### src/rtl/mips_multicycle_ctrl.sv
// Multicycle MIPS control FSM: sequences fetch/decode/execute/memory/writeback
// over a single shared memory port stalled by mem_ready.
module mips_multicycle_ctrl #(
  parameter bit ILLEGAL_TRAP = 1'b1
) (
  input  logic       clk,
  input  logic       rst,
  input  logic [5:0] op,
  input  logic [5:0] funct,
  input  logic       zero,
  input  logic       mem_ready,
  output logic       mem_req,
  output logic       memwrite,
  output logic       iord,
  output logic       irwrite,
  output logic       pcen,
  output logic [1:0] pcsrc,
  output logic       alusrca,
  output logic [1:0] alusrcb,
  output logic [2:0] alucontrol,
  output logic       regwrite,
  output logic       regdst,
  output logic       memtoreg,
  output logic       illegal_op,
  output logic [3:0] state
);

  localparam logic [3:0] S_FETCH  = 4'd0;
  localparam logic [3:0] S_DECODE = 4'd1;
  localparam logic [3:0] S_MEMADR = 4'd2;
  localparam logic [3:0] S_MEMRD  = 4'd3;
  localparam logic [3:0] S_MEMWB  = 4'd4;
  localparam logic [3:0] S_MEMWR  = 4'd5;
  localparam logic [3:0] S_EXEC   = 4'd6;
  localparam logic [3:0] S_ALUWB  = 4'd7;
  localparam logic [3:0] S_BRANCH = 4'd8;
  localparam logic [3:0] S_ADDIEX = 4'd9;
  localparam logic [3:0] S_ADDIWB = 4'd10;
  localparam logic [3:0] S_JUMP   = 4'd11;

  localparam logic [5:0] OP_RTYPE = 6'b000000;
  localparam logic [5:0] OP_LW    = 6'b100011;
  localparam logic [5:0] OP_SW    = 6'b101011;
  localparam logic [5:0] OP_BEQ   = 6'b000100;
  localparam logic [5:0] OP_ADDI  = 6'b001000;
  localparam logic [5:0] OP_J     = 6'b000010;

  localparam logic [2:0] ALU_ADD = 3'b010;
  localparam logic [2:0] ALU_SUB = 3'b110;
  localparam logic [2:0] ALU_AND = 3'b000;
  localparam logic [2:0] ALU_OR  = 3'b001;
  localparam logic [2:0] ALU_SLT = 3'b111;

  logic [3:0] state_q, state_d;
  logic       pcwrite;
  logic       branch;
  logic       funct_ok;
  logic [2:0] funct_alu;

  always_comb begin
    funct_ok  = 1'b1;
    funct_alu = ALU_ADD;
    case (funct)
      6'b100000: funct_alu = ALU_ADD;
      6'b100010: funct_alu = ALU_SUB;
      6'b100100: funct_alu = ALU_AND;
      6'b100101: funct_alu = ALU_OR;
      6'b101010: funct_alu = ALU_SLT;
      default:   funct_ok  = 1'b0;
    endcase
  end

  always_comb begin
    state_d    = state_q;
    mem_req    = 1'b0;
    memwrite   = 1'b0;
    iord       = 1'b0;
    irwrite    = 1'b0;
    pcwrite    = 1'b0;
    branch     = 1'b0;
    pcsrc      = 2'b00;
    alusrca    = 1'b0;
    alusrcb    = 2'b00;
    alucontrol = ALU_ADD;
    regwrite   = 1'b0;
    regdst     = 1'b0;
    memtoreg   = 1'b0;
    illegal_op = 1'b0;
    case (state_q)
      S_FETCH: begin
        mem_req = 1'b1;
        alusrcb = 2'b01;
        // PC/IR only update once the fetch completes, and never while held in reset
        if (mem_ready && !rst) begin
          irwrite = 1'b1;
          pcwrite = 1'b1;
          state_d = S_DECODE;
        end
      end
      S_DECODE: begin
        alusrcb = 2'b11;
        case (op)
          OP_LW, OP_SW: state_d = S_MEMADR;
          OP_BEQ:       state_d = S_BRANCH;
          OP_ADDI:      state_d = S_ADDIEX;
          OP_J:         state_d = S_JUMP;
          OP_RTYPE: begin
            if (funct_ok) begin
              state_d = S_EXEC;
            end else begin
              state_d    = S_FETCH;
              illegal_op = ILLEGAL_TRAP;
            end
          end
          default: begin
            state_d    = S_FETCH;
            illegal_op = ILLEGAL_TRAP;
          end
        endcase
      end
      S_MEMADR: begin
        alusrca = 1'b1;
        alusrcb = 2'b10;
        state_d = (op == OP_LW) ? S_MEMRD : S_MEMWR;
      end
      S_MEMRD: begin
        mem_req = 1'b1;
        iord    = 1'b1;
        if (mem_ready) state_d = S_MEMWB;
      end
      S_MEMWB: begin
        regwrite = 1'b1;
        memtoreg = 1'b1;
        state_d  = S_FETCH;
      end
      S_MEMWR: begin
        mem_req  = 1'b1;
        memwrite = 1'b1;
        iord     = 1'b1;
        if (mem_ready) state_d = S_FETCH;
      end
      S_EXEC: begin
        alusrca    = 1'b1;
        alucontrol = funct_alu;
        state_d    = S_ALUWB;
      end
      S_ALUWB: begin
        regwrite = 1'b1;
        regdst   = 1'b1;
        state_d  = S_FETCH;
      end
      S_BRANCH: begin
        alusrca    = 1'b1;
        alucontrol = ALU_SUB;
        branch     = 1'b1;
        pcsrc      = 2'b01;
        state_d    = S_FETCH;
      end
      S_ADDIEX: begin
        alusrca = 1'b1;
        alusrcb = 2'b10;
        state_d = S_ADDIWB;
      end
      S_ADDIWB: begin
        regwrite = 1'b1;
        state_d  = S_FETCH;
      end
      S_JUMP: begin
        pcwrite = 1'b1;
        pcsrc   = 2'b10;
        state_d = S_FETCH;
      end
      default: state_d = S_FETCH;
    endcase
  end

  assign pcen  = pcwrite | (branch & zero);
  assign state = state_q;

  always_ff @(posedge clk) begin
    if (rst) state_q <= S_FETCH;
    else     state_q <= state_d;
  end

endmodule

### config.mk
export PLATFORM = sky130hd
export DESIGN_NAME = mips_multicycle_ctrl
export DESIGN_NICKNAME = d
export VERILOG_FILES = /design/src/rtl/mips_multicycle_ctrl.sv
export SDC_FILE = /design/constraint.sdc
export NUM_CORES = 1
export LEC_CHECK = 0
export CAP_MARGIN = 30
export CORE_ASPECT_RATIO = 1.4
export CORE_MARGIN = 2
export CORE_UTILIZATION = 33
export CTS_BUF_LIST = sky130_fd_sc_hd__clkbuf_16
export CTS_CLUSTER_DIAMETER = 40
export DETAILED_ROUTE_END_ITERATION = 10
export HOLD_SLACK_MARGIN = 0.12
export PLACE_DENSITY = 0.74
export SYNTH_ARGS = -nofsm -noshare
export SYNTH_HDL_FRONTEND = slang
export SYNTH_SLANG_ARGS = --single-unit
### constraint.sdc
create_clock -name clk -period 1.55 [get_ports clk]
set_input_delay 0.31 -clock clk [delete_from_list [all_inputs] [get_ports clk]]
set_output_delay 0.31 -clock clk [all_outputs]
set_load 0.05 [all_outputs]
==> results of run 1 <==
-- Yosys cell counts (2+ instances only) --
cell type / n / area share (%)
xnor2_1: 2 / 2.8
a21oi_1: 5 / 3.9
o21ai_0: 6 / 4.7
buf_2: 2 / 1.6
nand4_1: 2 / 2.0
nor2b_1: 6 / 5.9
a21o_1: 2 / 2.4
and3_1: 2 / 2.0
nand2_1: 3 / 1.8
nor2_1: 7 / 4.1
dfxtp_1: 4 / 13
nor3_1: 7 / 5.5
a211o_1: 2 / 2.8
o21ai_1: 2 / 1.6
clkbuf_1: 4 / 2.4
nand3_1: 3 / 2.4
a22oi_1: 2 / 2.4
nand2b_1: 7 / 6.9
nor3b_1: 3 / 3.5
-- metrics by stage --
step / util, % / hold slack [ns] / setup WS, ns
2_1_floorplan: - / 0.3724 / -0.2066
3_3_place_gp: 88.82 / 0.5897 / -0.6875
3_5_place_dp: 88.82 / 0.5975 / -0.7084
-- cell families after synthesis --
| group | after synthesis |
|---|---|
| and+or+nand+nor | 50 |
| adders and majority gates | 1 |
| DFF | 4 |
| AOI/OAI and AO/OA | 28 |
| muxes | 1 |
| xor gates and xnor gates | 3 |
| buffers and inverters | 6 |
==> metrics.txt, run 1 <==
post-synthesis mux area share 1.572%; Yosys cell types 41; Synth Area in Simple Gates 46.37%; Synth Area in Compound Gates 29.86%; Last stage 4_1_cts; syn_nets 109; dpl cells 176; Starting Density 35.35%; post_cts resized 91; yosys warns 0; Top FF cell, synth dfxtp_1; Ports 37; Error [ERROR DPL-0038] Utilization greater than 100%, impossible to legalize; CTS buffer count 3; CTS Root Cell clkbuf_16; number of flops mapped to enable cells by yosys 0; Synth Area in Adders 1.572%; Synth Area in XOR/XNOR 4.126%; outcome stopped before the end; largest family of logic cells by synthesized area simple AND/OR/NAND/NOR gates; die span in x 41.13 µm; Post-CTS Hold Fix Bufs 0; die height 55.98 µm; register bit count reported by yosys 4; port buffer count 36; clock sinks 4; mapped cell area 636.9 µm²; htree depth 1; CTS Buffer Depth 2; GP Congestion 0.8500; syn avg cell area 6.848 µm²; sequential fraction of the synthesis area 12.57%; cell count after synthesis 93; post-CTS setup buffers 18; Async S/R FF share, synth 0%; row count 18; placed cell area 0.001600 mm²; Post-DP HPWL 2488 µm
==> inputs of run 2 (changes only) <==
Settings changed: CORE_AREA set to 2 2 63 65, CORE_ASPECT_RATIO 1.4 to unset, CORE_MARGIN 2 to unset, CORE_UTILIZATION 33 to unset, CTS_BUF_LIST sky130_fd_sc_hd__clkbuf_16 to unset, CTS_CLUSTER_DIAMETER 40 to unset, DIE_AREA set to 0 0 65 67, HOLD_SLACK_MARGIN 0.12 to unset, PLACE_DENSITY 0.74 to unset, PLACE_DENSITY_LB_ADDON set to 0.15.
Clock period 1.55 ns to 2 ns, I/O delays scaled along.
==> run 2 against run 1 <==
The flow now finishes, with violations (setup timing). Synthesized cell count stayed put. Synthesized area stayed put.
==> metrics.txt, run 2 <==
post-place setup slack -0.4246 ns; total congestion overflow 0; first-pass detailed-route iteration total 4; routed wire length 2700 µm; Crit path required time 1.60 ns; Layout area overhead 134.8%; die span in x 65 µm; Yosys cell types 41; htree depth 1; max-cap violation count 0; Static Leak 0.6197 nW; path type of the worst setup path primary input to output port; share of the synthesized area in the top cell type 12.57%; largest cells by area after synthesis dfxtp_1 (13%), nand2b_1 (6.9%), nor2b_1 (5.9%); internal power 0.0003560 W; Tmin final 2.085 ns; RSZ-0062 raised after global routing yes; worst-skew pair later-pin latency 0.21 ns; Slew @ Worst Pin 0.2881 ns; Gate power share 54.1%; Seq pwr share 16.3%; Hold Violations, Final 0; syn_nets 109; final worst slack -0.08515 ns; Crit Path Max Fanout 2; placed cell area 0.001388 mm²; Routed Antenna Nets 0; area of the core 0.003606 mm²; row count 22; via/cell ratio 4.852; hold path start op[4]; setup violators final 1; Top Layer Used met4; CTS Root Cell clkbuf_8; Post-synth top cells nand2b_1 (7), nor2_1 (7), nor3_1 (7), nor2b_1 (6), o21ai_0 (6); Critical Path Start op[4]; Max IR drop VDD 0.1809 mV; Wirelength per Cell 13.78 µm; cell count after synthesis 93; mapped cell area 636.9 µm²; pins over their slew limit 0; routed length on met1 1122 µm; outcome finished, violations left; WP data arrival 1.69 ns; met3 routed WL 219 µm; clock sinks 4; CTS Buffer Depth 2; initial antenna violation count 0; CTS buffer count 3; crit start category primary input; sequential fraction of the synthesis area 12.57%; first-pass GRT wire length 4402 µm; Final Cell Area 0.001495 mm²; Tightest Hold Check Type primary input to flip-flop; syn avg cell area 6.848 µm²; vias in the first global route 980; Global Route Usage Sum 12.84%; Die Area 0.004355 mm²; n_diodes 0; Post-DP HPWL 2066 µm; Largest register FFs 4; Post-route DRC 0; nets 166; failing checks setup timing; number of flops mapped to enable cells by yosys 0; DRT iter0 DRCs 43; Async S/R FF share, synth 0%; CTS tree yes; Max Clock Freq 0.4796 GHz; most frequent cells in the layout buf_4 (29), buf_12 (14), nand2b_1 (7); GP Congestion 0.7721; port buffer count 36; Worst Clk Skew 0.001447 ns; overall via count from detail_route 951; Final Util 41.46%; largest net degree at the start of global routing 16; yosys warns 0; post-synth top area cell dfxtp_1; layout cell share with drive strength beyond 1 50.68%; metal2 WL 1292 µm; die height 67 µm; Top FF cell, synth dfxtp_1; Rel. slew slack 80.73%; Hold Slack 0.5846 ns; P per Cell Area 371.8 mW/mm²; Psw 0.0001999 W; period utilisation layout 104.3%; endpoint class of the critical path output port; most common cell after layout, fill and taps aside buf_4; Starting Density 17.66%; Ports 37; clock share of power 29.6%; RR Startpoint state[2]; register bit count reported by yosys 4; Net Sw Frac 35.96%; Clock transition at path regs 0.03 ns
==> run 2: cell counts after synthesis <==
No cell type changed its count.
==> run 2: worst max-delay path: stages <==
cell and delay, ns:
buf_6 0.09, or4_4 0.55, nor3_4 0.14, nor2b_4 0.16, o311a_4 0.21, buf_12 0.13
==> run 2: through the flow <==
| stage | TNS, ns | cells | power, W |
|---|---|---|---|
| global placement | -0.7099 | 192 | 0.0003831 |
| finish | -0.08515 | 196 | 0.0005559 |
| floorplan | -0.4934 | 93 | 0.0002355 |
| global route | -0.1044 | 196 | 0.0005851 |
| CTS | -0.1391 | 196 | 0.0005600 |
| detailed placement | -0.7307 | 192 | 0.0003842 |
==> run 2: cells by family after synthesis <==
| group | synth area share (%) |
|---|---|
| AND/OR/NAND/NOR | 46.37 |
| AO/OA/AOI/OAI | 29.86 |
| buffers and inverters | 3.929 |
| flip-flops | 12.57 |
| XOR/XNOR | 4.126 |
| multiplexers | 1.572 |
| adder cells (fa/ha/maj) | 1.572 |
==> run 2: repair_timing <==
action / 4_1_cts / 5_1_grt
setup buffers: 1 / 0
pin swaps: 7 / 3
setup endpoints to repair: 4 / 4
resized for setup: 32 / 7
hold buffers: 0 / 0
cloned: 0 / 0
==> run 2: per-layer routing <==
| layer | vias to the layer above | global-route usage [%] |
|---|---|---|
| met3 | 6 | 3.716 |
| met2 | 41 | 22.81 |
| met4 | 0 | 5.851 |
| li1 | 468 | - |
| met1 | 436 | 14.07 |
| met5 | - | 0 |
==> run 2: final cells by class <==
type,instances,area [µm²]
timing repair buffer,58,644.4
multi-input combinational,83,661.9
clock buffer,3,41.29
fill,376,2111
sequential,4,87.58
tap,48,60.06
==> run 2: power by group through the flow <==
stage | Clock (W) | Combinational [W] | Sequential (W)
after floorplan | 0 | 0.000134 | 0.000102
after global placement | 0 | 0.000290 | 0.0000931
after detailed placement | 0 | 0.000291 | 0.0000932
after CTS | 0.000170 | 0.000298 | 0.0000921
after global routing | 0.000177 | 0.000317 | 0.0000916
final | 0.000164 | 0.000301 | 0.0000908
==> run 2: path summary, 6_finish.rpt <==
path           endpoint  slack (ns)  cells past startpoint
max          illegal_op       -0.09                      6
min            state[1]        0.58                      5
max reg2reg    state[0]        0.60                      4
min reg2reg    state[1]        0.67                      3
No activity file was read; power rests on OpenSTA's default activity.
==> inputs of run 3 (changes only) <==
Settings changed: CAP_MARGIN 30 to unset.
==> results of run 3 <==
The final DEF is identical to that of run 2; final timing and power are the same.
